==> src/rtl/simd_alu_pkg.sv <==
// Shared constants and helpers for the segmented SIMD post-adder ALU.
// Holds the ALUMODE codes, the USE_SIMD lane groupings and the
// lane-size helper used to find lane boundaries.
package simd_alu_pkg;

    localparam logic [3:0] ALU_ADD = 4'b0000;
    localparam logic [3:0] ALU_SUB = 4'b0011;
    localparam logic [3:0] ALU_XOR = 4'b0100;
    localparam logic [3:0] ALU_AND = 4'b1100;
    localparam logic [3:0] ALU_OR  = 4'b1110;

    typedef enum logic [1:0] {
        SIMD_ONE  = 2'd0,
        SIMD_TWO  = 2'd1,
        SIMD_FOUR = 2'd2,
        SIMD_SEG  = 2'd3
    } use_simd_e;

    typedef enum logic [2:0] {
        OP_ADD,
        OP_SUB,
        OP_XOR,
        OP_AND,
        OP_OR
    } alu_op_e;

    // Number of segments grouped into one lane for a USE_SIMD setting.
    function automatic int unsigned lane_seg_count(input logic [1:0] use_simd,
                                                   input int unsigned num_seg);
        case (use_simd)
            SIMD_ONE:  return num_seg;
            SIMD_TWO:  return num_seg / 2;
            SIMD_FOUR: return num_seg / 4;
            default:   return 1;
        endcase
    endfunction

    // Unknown ALUMODE codes fall back to addition.
    function automatic alu_op_e decode_op(input logic [3:0] alumode);
        case (alumode)
            ALU_ADD: return OP_ADD;
            ALU_SUB: return OP_SUB;
            ALU_XOR: return OP_XOR;
            ALU_AND: return OP_AND;
            ALU_OR:  return OP_OR;
            default: return OP_ADD;
        endcase
    endfunction

endpackage

==> src/rtl/simd_alu_seg.sv <==
// One carry segment of the SIMD ALU.
// First folds W+X+Y plus the incoming T carry (0..2) into a segment of T,
// then adds T to Z or subtracts it from Z with a single-bit carry/borrow.
// The T carry and the result carry form the pair handed to the next slice.
module simd_alu_seg #(
    parameter int SEG_W = 9
) (
    input  logic [SEG_W-1:0] w,
    input  logic [SEG_W-1:0] x,
    input  logic [SEG_W-1:0] y,
    input  logic [SEG_W-1:0] z,
    input  logic             sub,
    input  logic [1:0]       t_cin,
    input  logic             r_cin,
    output logic [1:0]       t_cout,
    output logic             r_cout,
    output logic [SEG_W-1:0] r
);

    logic [SEG_W+1:0] t_full;
    logic [SEG_W-1:0] t_seg;
    logic [SEG_W:0]   r_full;

    // Three operands plus a carry of up to 2 never exceed two carry bits.
    always_comb begin
        t_full = {2'b00, w} + {2'b00, x} + {2'b00, y} + {{SEG_W{1'b0}}, t_cin};
        t_seg  = t_full[SEG_W-1:0];
        t_cout = t_full[SEG_W+1:SEG_W];
    end

    // Top bit of the widened sum is the carry; for subtraction it is the borrow.
    always_comb begin
        if (sub) begin
            r_full = {1'b0, z} - {1'b0, t_seg} - {{SEG_W{1'b0}}, r_cin};
        end else begin
            r_full = {1'b0, z} + {1'b0, t_seg} + {{SEG_W{1'b0}}, r_cin};
        end
        r      = r_full[SEG_W-1:0];
        r_cout = r_full[SEG_W];
    end

endmodule

==> src/rtl/simd_alu_pipe.sv <==
// Two-stage pipelined SIMD ALU for the DSP post-adder stage.
// Stage 1 registers operands and controls; stage 2 computes the lane
// results, carries and the accumulate feedback, and registers them.
// Optional macro SIMD_ALU_OVF_STICKY_EN adds the sticky ovf_flags port.
module simd_alu_pipe
    import simd_alu_pkg::*;
#(
    parameter  int SEG_W   = 9,
    parameter  int NUM_SEG = 8,
    localparam int TOT_W   = SEG_W * NUM_SEG
) (
    input  logic               clk,
    input  logic               reset,
    input  logic               in_valid,
    input  logic [3:0]         ALUMODE,
    input  logic [1:0]         USE_SIMD,
    input  logic               ACC,
    input  logic               CIN,
    input  logic [TOT_W-1:0]   W,
    input  logic [TOT_W-1:0]   X,
    input  logic [TOT_W-1:0]   Y,
    input  logic [TOT_W-1:0]   Z,
    input  logic               clr_ovf,
    output logic               out_valid,
    output logic [TOT_W-1:0]   S,
    output logic [NUM_SEG-1:0] carry_out
`ifdef SIMD_ALU_OVF_STICKY_EN
    ,
    output logic [NUM_SEG-1:0] ovf_flags
`endif
);

    logic               v1;
    logic [3:0]         mode1;
    logic [1:0]         simd1;
    logic               acc1;
    logic               cin1;
    logic [TOT_W-1:0]   w1;
    logic [TOT_W-1:0]   x1;
    logic [TOT_W-1:0]   y1;
    logic [TOT_W-1:0]   z1;

    alu_op_e            op2;
    int unsigned        lane_mask;
    logic [TOT_W-1:0]   z_eff;
    logic [TOT_W-1:0]   arith;
    logic [NUM_SEG-1:0] seg_carry;
    logic [TOT_W-1:0]   s_next;
    logic [NUM_SEG-1:0] carry_next;

    // Stage-1 valid; reset discards whatever was accepted this cycle.
    always_ff @(posedge clk) begin
        if (reset) begin
            v1 <= 1'b0;
        end else begin
            v1 <= in_valid;
        end
    end

    // Stage-1 operand and control capture for each accepted operation.
    always_ff @(posedge clk) begin
        if (in_valid) begin
            mode1 <= ALUMODE;
            simd1 <= USE_SIMD;
            acc1  <= ACC;
            cin1  <= CIN;
            w1    <= W;
            x1    <= X;
            y1    <= Y;
            z1    <= Z;
        end
    end

    // Decode the operation, lane size and accumulate source for stage 2.
    always_comb begin
        op2       = decode_op(mode1);
        lane_mask = lane_seg_count(simd1, NUM_SEG) - 1;
        z_eff     = acc1 ? S : z1;
    end

    for (genvar k = 0; k < NUM_SEG; k++) begin : g_seg
        logic [1:0] t_ci;
        logic [1:0] t_co;
        logic       r_ci;
        logic       r_co;

        if (k == 0) begin : g_first
            assign t_ci = {1'b0, cin1};
            assign r_ci = 1'b0;
        end else begin : g_next
            assign t_ci = ((32'(k) & lane_mask) == 32'd0) ? {1'b0, cin1} : g_seg[k-1].t_co;
            assign r_ci = ((32'(k) & lane_mask) == 32'd0) ? 1'b0 : g_seg[k-1].r_co;
        end

        simd_alu_seg #(.SEG_W(SEG_W)) u_seg (
            .w      (w1[k*SEG_W +: SEG_W]),
            .x      (x1[k*SEG_W +: SEG_W]),
            .y      (y1[k*SEG_W +: SEG_W]),
            .z      (z_eff[k*SEG_W +: SEG_W]),
            .sub    (op2 == OP_SUB),
            .t_cin  (t_ci),
            .r_cin  (r_ci),
            .t_cout (t_co),
            .r_cout (r_co),
            .r      (arith[k*SEG_W +: SEG_W])
        );

        assign seg_carry[k] = ((32'(k) & lane_mask) == lane_mask) & ((|t_co) | r_co);
    end

    // Pick the lane arithmetic or a bitwise op; bitwise ops never carry.
    always_comb begin
        s_next     = arith;
        carry_next = seg_carry;
        case (op2)
            OP_XOR: begin
                s_next     = x1 ^ z_eff;
                carry_next = '0;
            end
            OP_AND: begin
                s_next     = x1 & z_eff;
                carry_next = '0;
            end
            OP_OR: begin
                s_next     = x1 | z_eff;
                carry_next = '0;
            end
            default: begin
                s_next     = arith;
                carry_next = seg_carry;
            end
        endcase
    end

    // Stage-2 result register; S and carry_out hold across bubbles.
    always_ff @(posedge clk) begin
        if (reset) begin
            out_valid <= 1'b0;
            S         <= '0;
            carry_out <= '0;
        end else begin
            out_valid <= v1;
            if (v1) begin
                S         <= s_next;
                carry_out <= carry_next;
            end
        end
    end

`ifdef SIMD_ALU_OVF_STICKY_EN
    // Sticky lane overflow; a new overflow beats a clear in the same cycle.
    always_ff @(posedge clk) begin
        if (reset) begin
            ovf_flags <= '0;
        end else begin
            ovf_flags <= (ovf_flags & ~{NUM_SEG{clr_ovf}}) | (v1 ? carry_next : '0);
        end
    end
`else
    logic unused_clr_ovf;
    assign unused_clr_ovf = clr_ovf;
`endif

endmodule

==> config.mk <==
export PLATFORM = sky130hd
export DESIGN_NAME = simd_alu_pipe
export DESIGN_NICKNAME = d
export VERILOG_FILES = /design/src/rtl/simd_alu_pkg.sv /design/src/rtl/simd_alu_seg.sv /design/src/rtl/simd_alu_pipe.sv
export SDC_FILE = /design/constraint.sdc
export NUM_CORES = 1
export LEC_CHECK = 0
export BUFFER_PORTS_ARGS = -buffer_cell sky130_fd_sc_hd__buf_2
export CORE_MARGIN = 1.5
export CORE_UTILIZATION = 45
export CTS_CLUSTER_DIAMETER = 50
export DETAILED_ROUTE_END_ITERATION = 10
export HOLD_SLACK_MARGIN = 0.08
export REMOVE_ABC_BUFFERS = 1
export SLEW_MARGIN = 15
export SYNTH_ARGS = -nofsm -noshare
export SYNTH_HDL_FRONTEND = slang
export SYNTH_SLANG_ARGS = --single-unit
==> constraint.sdc <==
create_clock -name clk -period 41.8 [get_ports clk]
set_clock_uncertainty 0.1 [all_clocks]
set_input_delay 6.27 -clock clk [delete_from_list [all_inputs] [get_ports clk]]
set_output_delay 6.27 -clock clk [all_outputs]
set_load 0.05 [all_outputs]
==> run summary, run 1 <==
Yosys Warn Count = 0
WP data arrival = 22,780 ps
Setup bufs post-CTS = 0
DPL Wire Length = 65,000 um
Proportion of layout cells with a drive suffix above 1 = 0.164
First-pass GRT wire length = 132,000 um
Hold Crit Depth = 2
Register area = 10,500 um2
EDFF count, synth = 296
Cell mode on critical path = fa_1
Final global-route overflow total = 0
Yosys reg bits = 378
Synthesized instance count = 2,889
Clock latency on the worst-skew pair = 630 ps
Initial antenna violation count = 16
FILL cells = 5,788
Total GRT Usage = 0.256
Critical path required time = 42,180 ps
Initial Util = 0.457
Area Overhead vs Synth = 17.0%
Die Wd = 260 um
Post-synthesis adder-cell area fraction = 0.253
Routability cong. = 0.884
RSZ-0062 raised after global routing = false
Num Clock Sinks = 378
CTS Buf Count = 61
CP max FO = 8
Worst slew pin tran = 1140 ps
Clock Tree Buf Depth = 3
Worst Setup SP = x1[0]$_DFFE_PP_
Critical path class = reg -> reg
Die height = 260 um
Post-synth ARST share = 0
First-pass iteration count of the detailed router = 5
End-of-flow core utilization = 0.535
Post-Syn Area = 29,600 um2
Mux contribution to synthesized area = 0.0506
FF-to-FF End = S[69]$_SDFFE_PP0P_
Area of the multi-input gates = 17,600 um2
Status = finished clean
RR Startpoint = x1[0]$_DFFE_PP_
Static Leakage = 16.4 nW
Tcrit/Tclk final = 0.536
Reg2Reg Depth = 85
# setup viols final = 0
PortBufs = 379
Post-synthesis cell type count = 73
Inst Count DP = 4,073
Die area = 67,400 um2
Largest net degree at the start of global routing = 111
CP Launch Type = register
Relative slew slack = 0.235
Area leader, netlist = edfxtp_1
Worst hold endpoint = carry_out[2]$_SDFFE_PP0P_
CTS Hold Bufs = 0
Initial DRC count = 1,767
Worst vdd ir = 0.0000485 V
Residual DRC count = 0
Power per cell area = 86.3 nW/um2
Top cells by count, synth = 502 x ha_1, 334 x inv_1, 296 x edfxtp_1
Hold Slack = 384 ps
Total negative setup slack = 0 ps
Syn Area/Cell = 10.3 um2
Largest family of logic cells by synthesized area = adder cells
Final Hold Viols = 0
Slowest-stage cell, CP = a2111oi_0
Max Slew Vio Count = 0
Wirelength per Cell = 21.0 um
Most common flop cell mapped by yosys = edfxtp_1
Seq/Total Area, Yosys = 0.355
Fin cells = 4,196
Area of the core = 64,800 um2
Via count = 23,000
Via/cell ratio = 5.47
R2r setup slk = 19,400 ps
Row count = 93
Max_cap viols = 0
Clock Tree Root = clkbuf_16
Fin crit period = 22,400 ps
Final wirelength = 87,900 um
Most common cell in the netlist = ha_1
Io pins = 381
Max stage delay on crit path = 720 ps
Area fraction of the dominant cell type after synthesis = 0.300
Hold path start = carry_out[2]$_SDFFE_PP0P_
Clock transition at path regs = 60 ps
Post-Synth Simple-Gate Area = 0.0786
Critical Path End Type = register
Synth Area in Compound Gates = 0.148
Fmax = 44.6 MHz
Antenna-violating nets left = 0
Final nets = 4,143
Hold Path Class = reg -> reg
Htree depth = 2
XOR/XNOR Fraction of Synth Area = 0.0614
Total Power = 0.00299 W
Vias in the first global route = 23,200
Area contributors post-synth = edfxtp_1 30%, ha_1 21%, dfxtp_1 5.5%
CTS tree = yes
# resized after CTS = 0
power by group:
group | leakage [nW] | internal [W] | switching (W) | total [W]
registers | 3.57 | 0.000452 | 0.0000345 | 0.000486
logic | 11.8 | 0.000829 | 0.00115 | 0.00198
clock network | 1.03 | 0.000321 | 0.000205 | 0.000526
cells by family (layout without fill, tap and decap cells):
family	Yosys count	count (layout)
compound gates	676	676
simple gates	504	504
flops	378	378
xor+xnor	207	207
mux	148	148
buf+inv	414	857
other cells	0	9
fa+ha+maj	562	562
cell type report:
type                    instances  area share
inverters                     336      0.0364
flip-flops and latches        378       0.304
clock inverters                43      0.0138
clock buffers                  71      0.0469
well taps                     855      0.0309
repair buffers                407      0.0611
diodes                          9    0.000650
multi-input cells            2097       0.506
layout by cell type (no fill, tap or decap), types with 20 or more instances in the layout:
cell type	netlist	layout
ha_1	502	502
a211oi_1	43	43
a22oi_1	49	49
a21oi_1	180	180
dfxtp_1	82	81
buf_2	10	378
edfxtp_1	296	296
a21o_1	48	48
buf_4	0	28
o21a_1	26	26
nor2_1	157	154
o21bai_1	20	20
xnor2_1	131	131
xor2_1	75	75
nor3_1	43	42
o21ai_0	122	122
inv_1	334	334
nand2_1	159	158
o22ai_1	44	44
nand2b_1	32	31
clkbuf_16	0	63
nor2b_1	29	28
fa_1	60	60
mux2i_1	141	141
state kept, by name (all words and copies together), names as in the netlist, 2 cells and up:
signal	count
y1	72
z1	72
x1	72
S	72
carry_out	8
simd1	2
w1	72
mode1	4
per-layer routing:
metal / routed length (um) / vias to the layer above / GRT usage
li1: - / 11200 / -
met1: 38100 / 11000 / 0.333
met2: 42300 / 620 / 0.434
met3: 5020 / 139 / 0.0377
met4: 2420 / 4 / 0.0872
met5: 27 / - / 0
metrics by stage:
step | worst slack (ps) | area [um2]
3_5_place_dp | 19790 | 32500
4_1_cts | 19600 | 34600
5_1_grt | 18350 | 34700
2_1_floorplan | 22460 | 29300
3_3_place_gp | 19900 | 32500
6_report | 19400 | 34700
worst max path at each step:
stage,endpoint,slack (ps),depth (start not counted)
2_1_floorplan,S[69]$_SDFFE_PP0P_,22460,70
3_3_place_gp,S[69]$_SDFFE_PP0P_,19900,85
5_1_grt,S[69]$_SDFFE_PP0P_,18350,89
4_1_cts,S[69]$_SDFFE_PP0P_,19600,85
6_report,S[69]$_SDFFE_PP0P_,19400,85
3_5_place_dp,S[69]$_SDFFE_PP0P_,19790,85
critical path, delay by kind of cell, from the launching register on:
family / cells / cell delay [ps]
flip-flops: 1 / 380
adder cells (fa/ha/maj): 26 / 9440
AO/OA/AOI/OAI: 38 / 8540
XOR/XNOR: 9 / 2360
AND/OR/NAND/NOR: 8 / 1080
buffers and inverters: 4 / 250
(Power assumes the default switching activity.)
==> run 2: changes to the inputs <==
--- a/config.mk
+++ b/config.mk
@@ -11,6 +11,7 @@
 export CTS_CLUSTER_DIAMETER = 50
 export DETAILED_ROUTE_END_ITERATION = 10
 export HOLD_SLACK_MARGIN = 0.08
+export PLACE_DENSITY = 0.67
 export REMOVE_ABC_BUFFERS = 1
 export SLEW_MARGIN = 15
 export SYNTH_ARGS = -nofsm -noshare
==> constraint.sdc (replaced) <==
create_clock -name clk -period 19.9 [get_ports clk]
set_clock_uncertainty 0.1 [all_clocks]
set_input_delay 2.985 -clock clk [delete_from_list [all_inputs] [get_ports clk]]
set_output_delay 2.985 -clock clk [all_outputs]
set_load 0.05 [all_outputs]
==> run 2 against run 1 <==
Register-to-register slack got worse by 18000 ps. Power rose by 130%. Clock power rose by 92%. Sequential cell count did not move. Combinational power rose by 140%. First-iteration DRC count fell by 13%. Setup slack got worse by 18000 ps.
==> run summary, run 2 (synthesis results as in run 1) <==
Status = finished clean
CP max FO = 4
Area of the core = 64,800 um2
Final Hold Viols = 0
Initial DRC count = 1,532
Hold Path Class = reg -> reg
First-pass iteration count of the detailed router = 5
Io pins = 381
Die height = 260 um
Initial Util = 0.457
Worst slew pin tran = 1100 ps
DPL Wire Length = 63,800 um
Htree depth = 2
Static Leakage = 17.2 nW
Clock Tree Buf Depth = 3
Tcrit/Tclk final = 0.950
Cell mode on critical path = o21ai_1
Clock latency on the worst-skew pair = 640 ps
Fmax = 52.9 MHz
Final wirelength = 86,600 um
Critical path required time = 20,310 ps
Total Power = 0.00679 W
Initial antenna violation count = 7
CTS tree = yes
Slowest-stage cell, CP = or4_1
Clock Tree Root = clkbuf_16
Power per cell area = 188 nW/um2
Vias in the first global route = 23,200
RR Startpoint = x1[1]$_DFFE_PP_
CTS Buf Count = 59
CTS Hold Bufs = 0
Hold Crit Depth = 2
Row count = 93
Die Wd = 260 um
Hold path start = carry_out[2]$_SDFFE_PP0P_
Num Clock Sinks = 378
Clock transition at path regs = 60 ps
Final global-route overflow total = 0
Area Overhead vs Synth = 22.0%
Max_cap viols = 0
Total GRT Usage = 0.254
Final nets = 4,322
R2r setup slk = 990 ps
Total negative setup slack = 0 ps
Reg2Reg Depth = 89
Antenna-violating nets left = 0
# setup viols final = 0
Largest net degree at the start of global routing = 111
Die area = 67,400 um2
Proportion of layout cells with a drive suffix above 1 = 0.225
WP data arrival = 19,320 ps
CP Launch Type = register
Via/cell ratio = 5.37
Wirelength per Cell = 19.8 um
Max Slew Vio Count = 0
Routability cong. = 0.905
FF-to-FF End = S[69]$_SDFFE_PP0P_
First-pass GRT wire length = 131,000 um
Worst vdd ir = 0.000115 V
Critical path class = reg -> reg
Fin crit period = 18,910 ps
Highest-count cells in the layout ignoring fill and taps = 494 x ha_1, 377 x buf_2, 334 x inv_1, 296 x edfxtp_1, 209 x buf_4
RSZ-0062 raised after global routing = true
PortBufs = 379
Residual DRC count = 0
Critical Path End Type = register
Via count = 23,500
Most common cell after layout, fill and taps aside = ha_1
Worst hold endpoint = carry_out[2]$_SDFFE_PP0P_
Relative slew slack = 0.266
Max stage delay on crit path = 480 ps
-- run 2: layer usage --
layer / global-route usage / vias up / routed length [um]
met5: 0 / - / 0
met4: 0.0735 / 0 / 2260
met3: 0.0332 / 109 / 4630
met2: 0.430 / 587 / 41200
met1: 0.338 / 11200 / 38600
li1: - / 11500 / -
-- run 2: cell type report --
cell class,count,area (um2)
Sequential cell,378,10500
Inverter,336,1260
Antenna cell,4,10.0
Fill cell,5662,28700
Tap cell,855,1070
Clock buffer,67,1530
Clock inverter,43,384
Multi-Input combinational cell,2097,17900
Timing Repair Buffer,588,3490
-- run 2: repair_timing --
item / in CTS / in global routing
endpoints found under the setup margin: 8 / 10
buffers inserted: 4 / 6
pin swaps: 8 / 29
resized for setup: 28 / 56
-- run 2: worst max-delay path by stage --
stage                  startpoint                  to  slack, ps  cells past startpoint
2_1_floorplan  mode1[3]$_DFFE_PP_  S[69]$_SDFFE_PP0P_        560                     70
3_3_place_gp      x1[1]$_DFFE_PP_  S[69]$_SDFFE_PP0P_       -570                     91
3_5_place_dp      x1[1]$_DFFE_PP_  S[69]$_SDFFE_PP0P_       -710                     91
4_1_cts           x1[1]$_DFFE_PP_  S[69]$_SDFFE_PP0P_         20                     93
5_1_grt           x1[0]$_DFFE_PP_  S[71]$_SDFFE_PP0P_       -110                     97
6_report          x1[1]$_DFFE_PP_  S[69]$_SDFFE_PP0P_        990                     89
-- run 2: critical path: cells and delay by family, from the launching register on --
kind,cells,cell delay [ps]
AO/OA/AOI/OAI,36,6180
XOR/XNOR,8,1320
adder cells (fa/ha/maj),21,7110
buffers and inverters,8,960
flip-flops,1,410
multiplexers,1,90
AND/OR/NAND/NOR,15,2660
-- run 2: stage by stage --
step	instance area (um2)	instances	setup slack, ps	utilization	hold slack [ps]
after global routing	36200	4367	-107	0.558	411
final	36200	4368	988	0.558	380
after floorplan	29300	2811	562	-	590
after detailed placement	33800	4244	-713	0.522	357
after global placement	33800	4244	-573	0.522	350
after CTS	35900	4358	24.9	0.554	371
-- run 2: power by group --
part	switching, W	internal (W)	total, W
clock network	0.000420	0.000588	0.00101
logic	0.00254	0.00222	0.00476
registers	0.0000731	0.000949	0.00102
==> run 3: changes to the inputs <==
--- a/config.mk
+++ b/config.mk
@@ -16,4 +16,5 @@
 export SLEW_MARGIN = 15
 export SYNTH_ARGS = -nofsm -noshare
 export SYNTH_HDL_FRONTEND = slang
+export SYNTH_HIERARCHICAL = 1
 export SYNTH_SLANG_ARGS = --single-unit
==> run 3 against run 2 <==
Maximum frequency increased by 0.21%. Sequential share of layout area is 0.46 points lower. Sequential power about the same. Non-clock buffer count fell by 177. Combinational power shrank 13%. Cell count rose by 2.0%. Global-route usage is 2.4 points lower. Core utilization shrank 2.5 points. Synthesized cell count grew 6.8%.
==> run summary, run 3 <==
Status = finished clean
Io pins = 381
Max stage delay on crit path = 510 ps
Yosys reg bits = 378
Clock Tree Buf Depth = 3
Most common flop cell mapped by yosys = edfxtp_1
FILL cells = 6,162
Worst hold endpoint = carry_out[4]$_SDFFE_PP0P_
Syn Area/Cell = 10.2 um2
Die Wd = 268 um
Total GRT Usage = 0.229
Vias in the first global route = 22,900
Worst vdd ir = 0.0000876 V
Largest net degree at the start of global routing = 104
Worst slew pin tran = 1080 ps
Cell mode on critical path = ha_1
Critical path required time = 20,330 ps
R2r setup slk = 1030 ps
Relative slew slack = 0.275
Hold Crit Depth = 2
Htree depth = 2
Final global-route overflow total = 0
FF-to-FF End = S[71]$_SDFFE_PP0P_
Critical Path End Type = register
Antenna-violating nets left = 0
Max_cap viols = 0
Synthesized instance count = 3,085
CP Launch Type = register
Comb power frac = 0.666
Highest-count cells in the layout ignoring fill and taps = 583 x inv_1, 472 x ha_1, 377 x buf_2, 296 x edfxtp_1, 292 x nor2_1
Via/cell ratio = 5.16
Fmax = 53.0 MHz
Initial antenna violation count = 5
Power per cell area = 169 nW/um2
Area Overhead vs Synth = 16.6%
CTS tree = yes
Post-synth ARST share = 0
First-pass iteration count of the detailed router = 5
Post-Syn Area = 31,500 um2
Area leader, netlist = edfxtp_1
PortBufs = 379
First-pass GRT wire length = 126,000 um
DPL Wire Length = 61,500 um
Max Slew Vio Count = 0
RR Startpoint = x1[1]$_DFFE_PP_
Most common cell after layout, fill and taps aside = inv_1
Die height = 268 um
Via count = 23,000
Inst Count DP = 4,340
# setup viols final = 0
Residual DRC count = 0
Worst Setup SP = x1[1]$_DFFE_PP_
Initial DRC count = 1,185
Fin crit period = 18,870 ps
Num Clock Sinks = 378
EDFF count, synth = 296
Wirelength per Cell = 18.6 um
Internal Power = 0.00336 W
Area fraction of the dominant cell type after synthesis = 0.282
Final nets = 4,368
Sequential power share = 0.161
Area contributors post-synth = edfxtp_1 28%, ha_1 19%, fa_1 7.6%
Die area = 71,600 um2
Yosys Warn Count = 6
Top delay family on crit path = adder cells
CTS Buf Count = 61
Proportion of layout cells with a drive suffix above 1 = 0.193
Clock Tree Root = clkbuf_16
WP data arrival = 19,300 ps
Slowest-stage cell, CP = fa_1
Row count = 96
Post-synthesis cell type count = 85
Net Sw Frac = 0.458
Clock share of power = 0.173
Final instance area = 36,700 um2
Area of the core = 68,900 um2
Final Hold Viols = 0
Hold Path Class = reg -> reg
Net Switching = 0.00284 W
Tcrit/Tclk final = 0.948
Reg2Reg Depth = 87
Final wirelength = 82,900 um
Seq/Total Area, Yosys = 0.334
WP buf/inv = 9
Critical path class = reg -> reg
Routability cong. = 0.873
Top cells by count, synth = 583 x inv_1, 474 x ha_1, 296 x edfxtp_1
CP max FO = 4
Static Leakage = 17.5 nW
Clock latency on the worst-skew pair = 620 ps
Placed inst area = 34,400 um2
Hold path start = carry_out[4]$_SDFFE_PP0P_
Clock transition at path regs = 60 ps
Initial Util = 0.457
Most common cell in the netlist = inv_1
Fin cells = 4,457
run 3: changes by cell type in the layout (fill, tap and decap cells not counted), sizes merged, moves of 73 or more:
cell,change
a21oi,-84
buf,-177
inv,+257
nand2,-87
nor2,+141
nor4,+73
run 3: kinds of logic after synthesis:
group | count (synthesis) | share of synthesized area
buffers and inverters | 670 | 0.0839
and+or+nand+nor | 625 | 0.110
adders and majority gates | 594 | 0.264
AOI/OAI and AO/OA | 478 | 0.105
DFF | 378 | 0.334
muxes | 185 | 0.0589
xor gates and xnor gates | 154 | 0.0428
other | 1 | 0.000119
run 3: how the worst max path moves through the flow:
stage | end | slack, ps | depth (start not counted)
finish | S[71]$_SDFFE_PP0P_ | 1030 | 87
global route | S[71]$_SDFFE_PP0P_ | -20 | 87
CTS | carry_out[7]$_SDFFE_PP0P_ | 70 | 85
global placement | carry_out[7]$_SDFFE_PP0P_ | 120 | 85
detailed placement | carry_out[7]$_SDFFE_PP0P_ | 4 | 85
floorplan | carry_out[7]$_SDFFE_PP0P_ | -4730 | 76
run 3: cell type report:
class | instances | area, um2 | share of cell area
antenna | 2 | 5.00 | 0.000136
clock buffer | 65 | 1570 | 0.0428
clock inverter | 48 | 509 | 0.0139
inverter | 583 | 2190 | 0.0596
multi-input combinational | 2039 | 18600 | 0.507
sequential | 378 | 10500 | 0.287
tap | 931 | 1160 | 0.0317
timing repair buffer | 411 | 2150 | 0.0585
run 3: stage by stage:
stage	setup slack [ps]	hold slack, ps	util	setup TNS [ps]	total power (W)
floorplan	-4730	553	-	-74010	0.00419
global placement	118	358	0.499	0	0.00494
detailed placement	3.60	358	0.499	0	0.00499
CTS	72.5	368	0.529	0	0.00611
global route	-16.3	392	0.533	-16.3	0.00676
finish	1030	370	0.533	0	0.00619
run 3: power by group through the flow:
stage	logic (W)	registers, W	clock network (W)
2_1_floorplan	0.00309	0.00110	0
3_3_place_gp	0.00393	0.00101	0
3_5_place_dp	0.00398	0.00101	0
4_1_cts	0.00401	0.000997	0.00110
5_1_grt	0.00463	0.00101	0.00113
6_report	0.00412	0.000996	0.00107
run 3: per-layer routing:
layer  vias to the layer above  part of all wire  track usage
met3                       110             0.048       0.0346
met1                     11000              0.46        0.310
li1                      11300                 -            -
met4                         2             0.024       0.0687
met5                         -           0.00013            0
met2                       538              0.47        0.379
run 3: timing repair:
item / 4_1_cts / 5_1_grt
hold buffers: 0 / 0
gates resized for setup: 2 / 58
endpoints found under the setup margin: 3 / 10
pin swaps: 0 / 21
buffers inserted: 0 / 2
run 3: worst reg2reg max path, delay by kind of cell (launching register included):
family,cells,cell delay (ps)
mux,6,1490
fa+ha+maj,25,7600
buf+inv,9,670
flops,1,420
simple gates,7,1050
xor+xnor,5,770
compound gates,35,6680
